$ cat config.mk
export PLATFORM = sky130hd
export DESIGN_NAME = ref_sched
export DESIGN_NICKNAME = d
export VERILOG_FILES = /design/src/rtl/ref_sched.sv
export SDC_FILE = /design/constraint.sdc
export NUM_CORES = 1
export LEC_CHECK = 0
export ABC_AREA = 0
export CAP_MARGIN = 40
export CORE_MARGIN = 2
export CORE_UTILIZATION = 37
export CTS_BUF_LIST = sky130_fd_sc_hd__clkbuf_4
export DETAILED_ROUTE_END_ITERATION = 12
export SKIP_LAST_GASP = 1
export SYNTH_ARGS = -nofsm -noshare
export SYNTH_HDL_FRONTEND = slang
export SYNTH_SLANG_ARGS = --single-unit
$ cat constraint.sdc
create_clock -name CK_t -period 2.05 [get_ports CK_t]
set_input_delay 0.205 -clock CK_t [delete_from_list [all_inputs] [get_ports CK_t]]
set_output_delay 0.205 -clock CK_t [all_outputs]
set_load 0.05 [all_outputs]
$ cat src/rtl/ref_sched.sv
// ref_sched: DDR4 refresh scheduler -- tREFI interval timing, PREA/REF command sequencing and owed-refresh tracking.
// Optional macro REF_POSTPONE_EN: ref_pending may accumulate up to MAX_POSTPONE owed refreshes (otherwise 0/1).
module ref_sched #(
  parameter int T_REFI       = 6240,
  parameter int ALMOST_LEAD  = 64,
  parameter int T_RP         = 16,
  parameter int T_RFC        = 280,
  parameter int MAX_POSTPONE = 8
) (
  input  logic       CK_t,
  input  logic       reset,
  input  logic       clear_refresh,
  input  logic       ref_go,
  output logic       refresh_almost,
  output logic       refresh_done,
  output logic       refresh_busy,
  output logic [3:0] ref_pending,
  output logic       ref_overflow,
  output logic       cmd_cs_n,
  output logic       cmd_act_n,
  output logic       cmd_ras_n,
  output logic       cmd_cas_n,
  output logic       cmd_we_n,
  output logic       cmd_a10
);

  localparam int CW     = (T_REFI > 2) ? $clog2(T_REFI) : 1;
  localparam int TMAX   = (T_RFC > T_RP) ? T_RFC : T_RP;
  localparam int TW     = (TMAX > 2) ? $clog2(TMAX) : 1;

  localparam logic [CW-1:0] CNT_ZERO   = {CW{1'b0}};
  localparam logic [CW-1:0] CNT_ONE    = CW'(1);
  localparam logic [CW-1:0] CNT_LAST   = CW'(T_REFI - 1);
  localparam logic [CW-1:0] CNT_ALMOST = CW'(T_REFI - ALMOST_LEAD);
  localparam logic [TW-1:0] TMR_ZERO   = {TW{1'b0}};
  localparam logic [TW-1:0] TMR_ONE    = TW'(1);
  // Timer loads count the PREA/REF cycle itself, hence the -2.
  localparam logic [TW-1:0] TMR_TRP    = TW'(T_RP - 2);
  localparam logic [TW-1:0] TMR_TRFC   = TW'(T_RFC - 2);

`ifdef REF_POSTPONE_EN
  localparam logic [3:0] PEND_MAX = 4'(MAX_POSTPONE);
`else
  localparam logic [3:0] PEND_MAX = (MAX_POSTPONE >= 1) ? 4'd1 : 4'd0;
`endif

  // Pin order {cs_n, act_n, ras_n, cas_n, we_n, a10}.
  localparam logic [5:0] PIN_DESEL = 6'b111110;
  localparam logic [5:0] PIN_PREA  = 6'b010101;
  localparam logic [5:0] PIN_REF   = 6'b010010;

  typedef enum logic [2:0] {
    R_IDLE = 3'd0,
    R_PREA = 3'd1,
    R_TRP  = 3'd2,
    R_REF  = 3'd3,
    R_TRFC = 3'd4,
    R_DONE = 3'd5
  } state_t;

  state_t          state_q, state_d;
  logic [TW-1:0]   tmr_q, tmr_d;
  logic [CW-1:0]   intv_q, intv_d;
  logic [3:0]      pend_q, pend_d;
  logic            ovf_q, ovf_d;
  logic [5:0]      pins_q, pins_d;
  logic            done_q, done_d;
  logic            busy_q, busy_d;
  logic            wrap_s, clr_s, inc_s, dec_s, almost_s;

  assign almost_s = (intv_q >= CNT_ALMOST) || (pend_q != 4'd0);

  always_comb begin
    state_d = state_q;
    tmr_d   = tmr_q;
    case (state_q)
      R_IDLE: begin
        if (ref_go && almost_s) begin
          state_d = R_PREA;
        end else begin
          state_d = R_IDLE;
        end
      end
      R_PREA: begin
        state_d = R_TRP;
        tmr_d   = TMR_TRP;
      end
      R_TRP: begin
        if (tmr_q == TMR_ZERO) begin
          state_d = R_REF;
        end else begin
          tmr_d = tmr_q - TMR_ONE;
        end
      end
      R_REF: begin
        state_d = R_TRFC;
        tmr_d   = TMR_TRFC;
      end
      R_TRFC: begin
        if (tmr_q == TMR_ZERO) begin
          state_d = R_DONE;
        end else begin
          tmr_d = tmr_q - TMR_ONE;
        end
      end
      R_DONE:  state_d = R_IDLE;
      default: state_d = R_IDLE;
    endcase
  end

  // A completed refresh with nothing owed restarts the interval, so a coincident wrap is absorbed.
  always_comb begin
    wrap_s = (intv_q == CNT_LAST);
    clr_s  = ((state_q == R_IDLE) && clear_refresh) ||
             ((state_q == R_DONE) && (pend_q == 4'd0));
    dec_s  = (state_q == R_DONE) && (pend_q != 4'd0);
    inc_s  = wrap_s && !clr_s;

    if (clr_s || wrap_s) begin
      intv_d = CNT_ZERO;
    end else begin
      intv_d = intv_q + CNT_ONE;
    end

    pend_d = pend_q;
    ovf_d  = ovf_q;
    if (inc_s && !dec_s) begin
      if (pend_q >= PEND_MAX) begin
        ovf_d = 1'b1;
      end else begin
        pend_d = pend_q + 4'd1;
      end
    end else if (dec_s && !inc_s) begin
      pend_d = pend_q - 4'd1;
    end else begin
      pend_d = pend_q;
    end
  end

  always_comb begin
    pins_d = PIN_DESEL;
    case (state_d)
      R_PREA:  pins_d = PIN_PREA;
      R_REF:   pins_d = PIN_REF;
      default: pins_d = PIN_DESEL;
    endcase
    done_d = (state_d == R_DONE);
    busy_d = (state_d == R_PREA) || (state_d == R_TRP) ||
             (state_d == R_REF)  || (state_d == R_TRFC);
  end

  always_ff @(posedge CK_t) begin
    if (reset) begin
      state_q <= R_IDLE;
      tmr_q   <= TMR_ZERO;
      intv_q  <= CNT_ZERO;
      pend_q  <= 4'd0;
      ovf_q   <= 1'b0;
      pins_q  <= PIN_DESEL;
      done_q  <= 1'b0;
      busy_q  <= 1'b0;
    end else begin
      state_q <= state_d;
      tmr_q   <= tmr_d;
      intv_q  <= intv_d;
      pend_q  <= pend_d;
      ovf_q   <= ovf_d;
      pins_q  <= pins_d;
      done_q  <= done_d;
      busy_q  <= busy_d;
    end
  end

  assign refresh_almost = almost_s;
  assign refresh_done   = done_q;
  assign refresh_busy   = busy_q;
  assign ref_pending    = pend_q;
  assign ref_overflow   = ovf_q;
  assign cmd_cs_n       = pins_q[5];
  assign cmd_act_n      = pins_q[4];
  assign cmd_ras_n      = pins_q[3];
  assign cmd_cas_n      = pins_q[2];
  assign cmd_we_n       = pins_q[1];
  assign cmd_a10        = pins_q[0];

endmodule

Word-level counts from Yosys, hierarchy flattened. Index checks and enable logic that the tools add are counted.

Input port bits: 4. Output and inout port bits: 14. Bits in read-only memories: 0. Bits in registers: 38. Latch bits: 0. Word-level logic and storage cells: 64. Bits in writable memories: 0. Memories: 0.

Shifts and indexed selects: 0. Order comparisons: 2. Mux-type cells: 10. Reduce and logical (&&, ||, !) cells: 27. Add/sub/neg operators: 4. Div/mod/pow operators: 0. Equal/unequal tests: 13. Bitwise operators: 0. $mul: 0.

Operator list (number): $pmux 9 s3 (1); $pmux 3 s5 (1); $add 13x1->13 const B (1); $eq 13x13->1 const B (1); $ge 13x13->1 const B (1); $eq 3x2->1 const B (4); $eq 3x3->1 const B (4); $mux 4 (3); $pmux 6 s2 (1); $logic_not 9->1 (1); $mux 9 (1); $sub 9x1->9 const B (1); $logic_and 1x1->1 (7); $eq 3x1->1 const B (2); $logic_or 1x1->1 (6); $mux 3 (2); $reduce_and 2->1 (3); $add 4x1->4 const B (1); $ge 4x1->1 const B (1); $logic_not 4->1 (1); $ne 2x2->1 const B (2); $reduce_bool 4->1 (1); $reduce_or 2->1 (2); $sub 4x1->4 const B (1); 5 further kinds (7).

Longest topological paths before layout. Gate-level depths: netlist of the first run.

Word-level depth: 9. Mapped depth: 8. Depth with buffers taken out: 7.

Least setup slack after synthesis of the first run. OpenSTA, ideal clock, no wires.

Kind: flip-flop to flip-flop. From: register pend_q[0] (netlist: ref_pending[0]). To: register intv_q[10]. Setup time: 0.064 ns. Period minus slack after synthesis: 2.410 ns. Slack: -0.360 ns. Buffers on the path: 1. Cell stages (with the launch flop): 8. Data arrival time: 2.346 ns. Data required time: 1.986 ns. Cells stage by stage: dfxtp_1 > inv_1 > ha_1 > nor3b_1 > a22oi_1 > or3b_2 > buf_2 > nor2_1.

Cells in the longest elaborated chain, start to end: 5.

Ends and longest elaborated chain: from (decl) (RTL line 64) `logic [3:0] pend_q, pend_d;`; from (signal assigned) (RTL line 166) `pend_q <= pend_d;`; $logic_not 4->1 (RTL line 115) `((state_q == R_DONE) && (pend_q == 4'd0));`; $logic_and 1x1->1 (RTL line 115); $logic_or 1x1->1 (RTL line 114) `clr_s = ((state_q == R_IDLE) && clear_refresh) ||`; $logic_or 1x1->1 (RTL line 119) `if (clr_s || wrap_s) begin`; $reduce_or 2->1 (no line); to (signal assigned) (RTL line 165) `intv_q <= intv_d;`; to (decl) (RTL line 63) `logic [CW-1:0] intv_q, intv_d;`.

No other way between the ends. A chain may end at the register's enable or synchronous reset.

Worst setup path in the final report of the first run.
From: register intv_q[7]. To: output port refresh_almost.

Cells in the longest elaborated chain, start to end: 2.

Ends and longest elaborated chain: $ge 13x13->1 (RTL line 71) `assign almost_s = (intv_q >= CNT_ALMOST) || (pend_q != 4'd0);`; $logic_or 1x1->1 (RTL line 71); to (decl) (RTL line 14) `output logic refresh_almost,`.

No other way between the ends.

==> impl_metrics.ini, run 1 <==
[run_status]
outcome = finished clean

[clocking]
cts_tree = done
clkSinkCount = 36
cts_hold_buffers = 0
clkLatencyLatePin_ns = 0.35
clockRootBuffer = clkbuf_4
cts_inserted_buffers = 5
clkTransAtPathRegs_ns = 0.12
clock_path_buffers = 2
h-tree-depth = 2

[logic_synthesis]
yosys.cell_count.top_type = dfxtp_1
synth_ff_type = dfxtp_1
synthTopCellsByCount = dfxtp_1 (36), nor2_1 (25)
async_flop_share_pct = 0
synth_edf_count = 0
synth_top_area_share_pct = 39.7
seq_area_frac_synth_pct = 39.7
synth.avg_cell_area_um2 = 9.03
yosys_warnings = 0
synthCells = 201
ys_ff_latch = 36
synth_top_area_cell = dfxtp_1
synth_area_um2 = 1820
netlist_top_cells_area = dfxtp_1 (40%), nor2_1 (5.2%), ha_1 (4.8%), xnor2_1 (3.9%), xor2_1 (2.9%)
synth.distinct_cells = 53
synth_fp_nets = 212

[floorplan]
die_h_um = 74.1
start_util_pct = 38.4
core_um2 = 4720
num_rows = 25
fp.dieArea_um2 = 5480
fp.dieW_um = 74.1
num_io_pins = 18

[sta]
fmax_mhz = 502
setup_viol = 0
fin_crit_ns = 1.99
setup_ws_ns = 0.0562
maxSlewViolCount = 0
hold_violations = 0
post-route-period-util_pct = 97.3
timing.hold.ws_ns = 0.493
rsz0062_at_grt = yes
clock_skew_ns = 0.0223

[placement]
gp_congestion = 0.790
port_buffers = 16
hpwl_mm = 2.53
placedCellCount = 291
pre_cts_ws_ns = 0.0236

[critical_path]
slowest_stage = or4_4
worst-path-buf-inv = 1
critPathTopFamily = simple AND/OR/NAND/NOR gates
worst_path_largest_cell_delay_ns = 0.57
arrival_ns = 1.79
critical_path_required_ns = 1.85
cp-start-kind = flop
end_kind = output port
path_cells = or4_4 -> o311ai_4 -> nand2_2 -> buf_8
path_max_fanout = 3
crit_type = flop to output port

[global_route]
grtUsageMet2_pct = 22.4
grt_pass1_wl_mm = 6.02
busiest_layer = met2
grt_pass1_vias = 1405
grtUsageMet1_pct = 17.9
antenna_found_initial = 0
grt_start_max_net_pins = 16
grt-ovfl-total = 0
grt_use_total_pct = 14.3
grtUsageMet3_pct = 4.07

[routing]
totalWireLength_mm = 3.46
drc = 0
dr_total_vias = 1468
routedWlPerCell_um = 11.5
dr.pass1.iters = 4
drt_iter0_drc = 105
ant_nets = 0
vias_per_cell = 4.89

[cells_and_area]
utilization_pct = 47.2
area_delta_synth_final_pct = 22.9
layout-drive-gt1-share_pct = 18.5
final_cells = 300
num_antenna_cells = 0
finalNetCount = 243

[pwr]
pwr-share-seq_pct = 46.3
internal_power_mw = 1.12
powerDensity_nw_per_um2 = 753
power_leakage_nw = 0.815
switchingPower_mw = 0.559
comb_power_share_pct = 30.9
peakVddDrop_mv = 0.291
pwr-share-clk_pct = 22.8
p_sw_share_pct = 33.3

[hold_path]
hold_path_class = flop to flop

[job]
maxCapViolations = 0
## sequential cells by signal, summed over array words and instances (netlist names)
name and flops:
pins_q 4, tmr_q 9, ref_pending 4, state_q 3, intv_q 13, refresh_done 1
ref_overflow 1, refresh_busy 1
## worst min-delay path, stage by stage (launching register included)
cell and delay, ns:
dfxtp_1 0.34, nand2_1 0.06, mux2i_1 0.05
## through the flow
step                      setup TNS [ns]  instance area, um2  power (mW)
after floorplan                        0                1830        1.16
after global placement           -0.0186                2140        1.30
after detailed placement               0                2140        1.30
after CTS                              0                2220        1.69
after global routing             -0.0760                2230        1.79
final                                  0                2230        1.68
## layer usage
layer,vias up,part of all wire (%)
met5,-,0
met2,25,46
met3,6,3.3
met4,0,2.0
li1,768,-
met1,669,49
## placed cells by master (no fill, tap or decap), types with 2 or more instances in the layout
master / count
dfxtp_1: 33
nor2_1: 25
buf_4: 17
clkdlybuf4s50_1: 15
inv_1: 8
a21oi_1: 8
nand3_1: 8
xnor2_1: 8
nand2_1: 7
or3_1: 7
nor3_1: 7
ha_1: 7
xor2_1: 6
clkbuf_4: 6
o21ai_0: 5
nand2b_1: 4
a211oi_1: 4
o21a_1: 4
nor3b_1: 3
and2_1: 3
and3_1: 3
or4_4: 2
nor4_4: 2
a311oi_1: 2
or3b_2: 2
nor2b_1: 2
dfxtp_4: 2
## logic make-up (layout without fill, tap and decap cells)
group	count (synthesis)	count (layout)	synth area share (%)
AND/OR/NAND/NOR	88	88	28.7
AO/OA/AOI/OAI	36	36	14.1
flip-flops	36	36	39.7
buffers and inverters	17	49	4.55
XOR/XNOR	14	14	6.75
adder cells (fa/ha/maj)	7	7	4.82
multiplexers	2	2	1.17
other	1	1	0.207
## timing repair
item | in CTS | in global routing
cloned | 0 | 0
setup endpoints to repair | 1 | 19
gates resized for setup | 4 | 4
setup buffers | 0 | 1
pin swaps | 0 | 1
## power groups by stage
stage	clock [mW]	combinational, mW	sequential [mW]
floorplan	0	0.333	0.827
global placement	0	0.510	0.794
detailed placement	0	0.509	0.794
CTS	0.401	0.515	0.778
global route	0.425	0.575	0.786
finish	0.383	0.519	0.778
## layout make-up
type / instances / area [um2]
clock buffers: 6 / 45.0
flip-flops and latches: 36 / 729
multi-input cells: 148 / 1040
well taps: 67 / 83.8
fillers: 477 / 2490
clock inverters: 2 / 10.0
inverters: 8 / 30.0
repair buffers: 33 / 293
## path summary, 6_finish.rpt
check	depth (start not counted)	to	slack, ns	startpoint
worst max-delay path	4	refresh_almost	0.06	intv_q[7]
worst min-delay path	2	tmr_q[5]	0.49	tmr_q[5]
worst max register to register	7	ref_pending[0]	0.07	ref_pending[1]
worst min register to register	2	tmr_q[5]	0.49	tmr_q[5]
Power figures use the tool's default switching activity.
==> run 2: changes to the inputs <==
--- a/config.mk
+++ b/config.mk
@@ -10,6 +10,7 @@
 export CORE_MARGIN = 2
 export CORE_UTILIZATION = 37
 export CTS_BUF_LIST = sky130_fd_sc_hd__clkbuf_4
+export CTS_CLUSTER_DIAMETER = 200
 export DETAILED_ROUTE_END_ITERATION = 12
 export SKIP_LAST_GASP = 1
 export SYNTH_ARGS = -nofsm -noshare
==> constraint.sdc (replaced) <==
create_clock -name CK_t -period 2.4 [get_ports CK_t]
set_input_delay 0.24 -clock CK_t [delete_from_list [all_inputs] [get_ports CK_t]]
set_output_delay 0.24 -clock CK_t [all_outputs]
set_load 0.005 [all_outputs]
==> impl_metrics.ini, run 2 (synthesis results as in run 1) <==
[routing]
drt_iter0_drc = 51
routedWlPerCell_um = 12.0
ant_nets = 0
drc = 0
vias_per_cell = 4.96
dr.pass1.iters = 4
dr_total_vias = 1434
totalWireLength_mm = 3.47

[cells_and_area]
largestRegisters = intv_q x13, tmr_q x9
num_antenna_cells = 0
layout-drive-gt1-share_pct = 11.3
final_common_cell = dfxtp_1
fillers = 488
regMostFlops = intv_q
fin_area_um2 = 2120
multi_input_area_um2 = 1030
final_cells = 289
finalNetCount = 232
largest_reg_flops = 13
ff_latch_area_um2 = 721
area_delta_synth_final_pct = 17.0
layout_common_cells = dfxtp_1 (36), nor2_1 (25), clkdlybuf4s50_1 (15)

[critical_path]
path_max_fanout = 7
arrival_ns = 2.27
crit_type = flop to flop
end_kind = flop
cp-start-kind = flop
r2r_slack_ns = 0.35
critical_path_required_ns = 2.62

[global_route]
antenna_found_initial = 0
grt_start_max_net_pins = 18
grt_use_total_pct = 14.3
grt-ovfl-total = 0
grt_pass1_vias = 1330
grt_pass1_wl_mm = 6.08

[pwr]
peakVddDrop_mv = 0.247
powerDensity_nw_per_um2 = 628
power.total_mw = 1.33
power_leakage_nw = 0.769

[sta]
setup_viol = 0
clock_skew_ns = 0.0205
rsz0062_at_grt = no
fmax_mhz = 487
setup_ws_ns = 0.348
fin_crit_ns = 2.05
maxSlewViolCount = 0
hold_violations = 0
post-route-period-util_pct = 85.5
finalSetupTns_ns = 0

[clocking]
clkSinkCount = 36
cts_tree = done
cts_hold_buffers = 0
clkTransAtPathRegs_ns = 0.10
clockRootBuffer = clkbuf_4
cts_inserted_buffers = 5
clkLatencyLatePin_ns = 0.35
h-tree-depth = 2
clock_path_buffers = 2

[floorplan]
num_io_pins = 18
die_h_um = 74.1
fp.dieArea_um2 = 5480
core_um2 = 4720
fp.dieW_um = 74.1
num_rows = 25
start_util_pct = 38.4

[placement]
port_buffers = 16
hpwl_mm = 2.47
pre_cts_ws_ns = 0.204
gp_congestion = 0.747
place_area_um2 = 2040
placedCellCount = 280

[hold_path]
hold_path_class = flop to flop

[run_status]
outcome = finished clean

[job]
maxCapViolations = 0
-- run 2: worst paths after layout --
kind,startpoint,to,cells past startpoint
worst min register to register,intv_q[0],intv_q[0],1
worst min-delay path,intv_q[0],intv_q[0],1
worst max register to register,tmr_q[3],pins_q[1],5
worst max-delay path,tmr_q[3],pins_q[1],5
-- run 2: timing repair --
item                                    4_1_cts  5_1_grt
resized for setup                             2        2
buffers inserted                              1        0
endpoints found under the setup margin        1        1
-- run 2: critical path: stages (launching register included) --
cell,delay [ns]
dfxtp_1,0.37
or4_4,0.59
nor4_4,0.25
and2_1,0.19
a31oi_2,0.07
or3b_2,0.46
-- run 2: final cells by class --
class / instances / share of cell area, %
clock buffers: 5 / 1.77
clock inverters: 3 / 0.648
inverters: 8 / 1.41
multi-input cells: 148 / 48.5
flip-flops and latches: 36 / 33.9
well taps: 67 / 3.95
repair buffers: 22 / 9.78
-- run 2: metrics by stage --
step	hold WS, ns	util, %
2_1_floorplan	0.328	-
3_3_place_gp	0.458	43.3
3_5_place_dp	0.465	43.3
4_1_cts	0.491	44.7
5_1_grt	0.504	45.0
6_report	0.481	45.0
-- run 2: metal layers --
| metal | up-vias | routed length (um) | track usage, % |
|---|---|---|---|
| met1 | 667 | 1720 | 18.7 |
| met4 | 0 | 48 | 5.25 |
| met2 | 15 | 1590 | 22.7 |
| li1 | 746 | - | - |
| met3 | 6 | 111 | 3.79 |
| met5 | - | 0 | 0 |
-- run 2: power breakdown --
part	internal, mW	switching [mW]	leakage [nW]	total (mW)
sequential	0.635	0.0372	0.291	0.672
combinational	0.164	0.183	0.446	0.347
clock	0.108	0.207	0.0324	0.314
==> run 3: changes to the inputs <==
--- a/config.mk
+++ b/config.mk
@@ -7,11 +7,11 @@
 export LEC_CHECK = 0
 export ABC_AREA = 0
 export CAP_MARGIN = 40
-export CORE_MARGIN = 2
-export CORE_UTILIZATION = 37
+export CORE_UTILIZATION = 46
 export CTS_BUF_LIST = sky130_fd_sc_hd__clkbuf_4
 export CTS_CLUSTER_DIAMETER = 200
 export DETAILED_ROUTE_END_ITERATION = 12
+export PLACE_DENSITY = 0.67
 export SKIP_LAST_GASP = 1
 export SYNTH_ARGS = -nofsm -noshare
 export SYNTH_HDL_FRONTEND = slang
==> impl_metrics.ini, run 3 (synthesis results as in run 1) <==
[run_status]
outcome = finished clean

[routing]
met1Wirelength_mm = 1.52
dr.pass1.iters = 4
dr_total_vias = 1475
drc = 0
totalWireLength_mm = 3.37
ant_nets = 0
routedWlPerCell_um = 12.5
met2_length_mm = 1.67
dr_wl_met3_um = 122
top_layer = met4
drt_iter0_drc = 88
vias_per_cell = 5.48

[pwr]
pwr-share-seq_pct = 46.5
pwr-share-clk_pct = 29.6
switchingPower_mw = 0.415
p_sw_share_pct = 28.7
powerDensity_nw_per_um2 = 681
internal_power_mw = 1.03
peakVddDrop_mv = 0.331
comb_power_share_pct = 23.9
power_leakage_nw = 0.760

[job]
maxCapViolations = 0

[sta]
fin_crit_ns = 2.31
maxSlewViolCount = 0
finalSetupTns_ns = 0
post-route-period-util_pct = 96.1
rsz0062_at_grt = no
fmax_mhz = 434
hold_violations = 0
setup_ws_ns = 0.0946
setup_viol = 0
timing.hold.ws_ns = 0.489
clock_skew_ns = 0.00838

[placement]
gp_congestion = 0.821
port_buffers = 16
pre_cts_ws_ns = 0.240
hpwl_mm = 2.48
placedCellCount = 260
place_area_um2 = 2010

[critical_path]
path_max_fanout = 3
worst_path_largest_cell_delay_ns = 0.58
cp-start-kind = flop
worst-path-buf-inv = 1
end_kind = output port
crit_type = flop to output port
critical_path_required_ns = 2.16
critPathTopFamily = simple AND/OR/NAND/NOR gates
slowest_stage = or4_4
path_cells = or4_4 -> o311ai_4 -> nand2_1 -> clkdlybuf4s50_1
r2r_slack_ns = 0.27
arrival_ns = 2.07

[clocking]
h-tree-depth = 2
clock_path_buffers = 2
clockRootBuffer = clkbuf_4
cts_inserted_buffers = 5
clkSinkCount = 36
clkLatencyLatePin_ns = 0.34
clkTransAtPathRegs_ns = 0.11
cts_tree = done

[cells_and_area]
final_common_cell = dfxtp_1
largest_reg_flops = 13
regMostFlops = intv_q
largestRegisters = intv_q x13, tmr_q x9
fin_area_um2 = 2120
layout_common_cells = dfxtp_1 (35), nor2_1 (25), clkdlybuf4s50_1 (16)
final_cells = 269
fillers = 343
finalNetCount = 231
layout-drive-gt1-share_pct = 11.8
area_delta_synth_final_pct = 16.7
num_antenna_cells = 0

[global_route]
grt_pass1_vias = 1374
grt_pass1_wl_mm = 6.01
grt_start_max_net_pins = 18
grt-ovfl-total = 0
antenna_found_initial = 0
grt_use_total_pct = 18.5

[floorplan]
core_um2 = 3720
start_util_pct = 48.9
die_h_um = 64.8
num_io_pins = 18
fp.dieArea_um2 = 4200
num_rows = 22
fp.dieW_um = 64.8

[hold_path]
hold_path_class = flop to flop
## run 3: metal layers
| layer | vias to the layer above | GRT usage (%) |
|---|---|---|
| li1 | 749 | - |
| met1 | 693 | 21.3 |
| met2 | 27 | 32.0 |
| met3 | 6 | 5.81 |
| met4 | 0 | 6.67 |
| met5 | - | 0 |
## run 3: path summary, 6_finish.rpt
path	depth (start not counted)	to	start
max	4	refresh_almost	intv_q[7]
min	1	intv_q[0]	intv_q[0]
max reg2reg	5	ref_pending[0]	intv_q[7]
min reg2reg	1	intv_q[0]	intv_q[0]
## run 3: timing repair
| action | 4_1_cts | 5_1_grt |
|---|---|---|
| hold buffers | 0 | 0 |
| pin swaps | 0 | 1 |
| setup endpoints to repair | 1 | 1 |
| gates resized for setup | 2 | 2 |
| buffers inserted | 0 | 1 |
## run 3: layout make-up
| cell class | instances | area (um2) | share of cell area, % |
|---|---|---|---|
| clock inverter | 2 | 35.0 | 1.65 |
| inverter | 8 | 30.0 | 1.42 |
| sequential | 36 | 722 | 34.1 |
| timing repair buffer | 21 | 198 | 9.33 |
| tap | 48 | 60.1 | 2.83 |
| clock buffer | 6 | 45.0 | 2.13 |
| multi-input combinational | 148 | 1030 | 48.6 |
## run 3: power by group through the flow
stage	clock network [mW]	logic, mW	registers, mW
global placement	0	0.333	0.684
CTS	0.442	0.343	0.672
floorplan	0	0.265	0.673
finish	0.427	0.345	0.672
detailed placement	0	0.342	0.686
global route	0.465	0.386	0.680
## run 3: per-stage QoR
stage	total power, mW	utilization [%]
6_report	1.44	57.0
5_1_grt	1.53	57.0
4_1_cts	1.46	56.5
3_5_place_dp	1.03	54.2
3_3_place_gp	1.02	54.2
2_1_floorplan	0.939	-
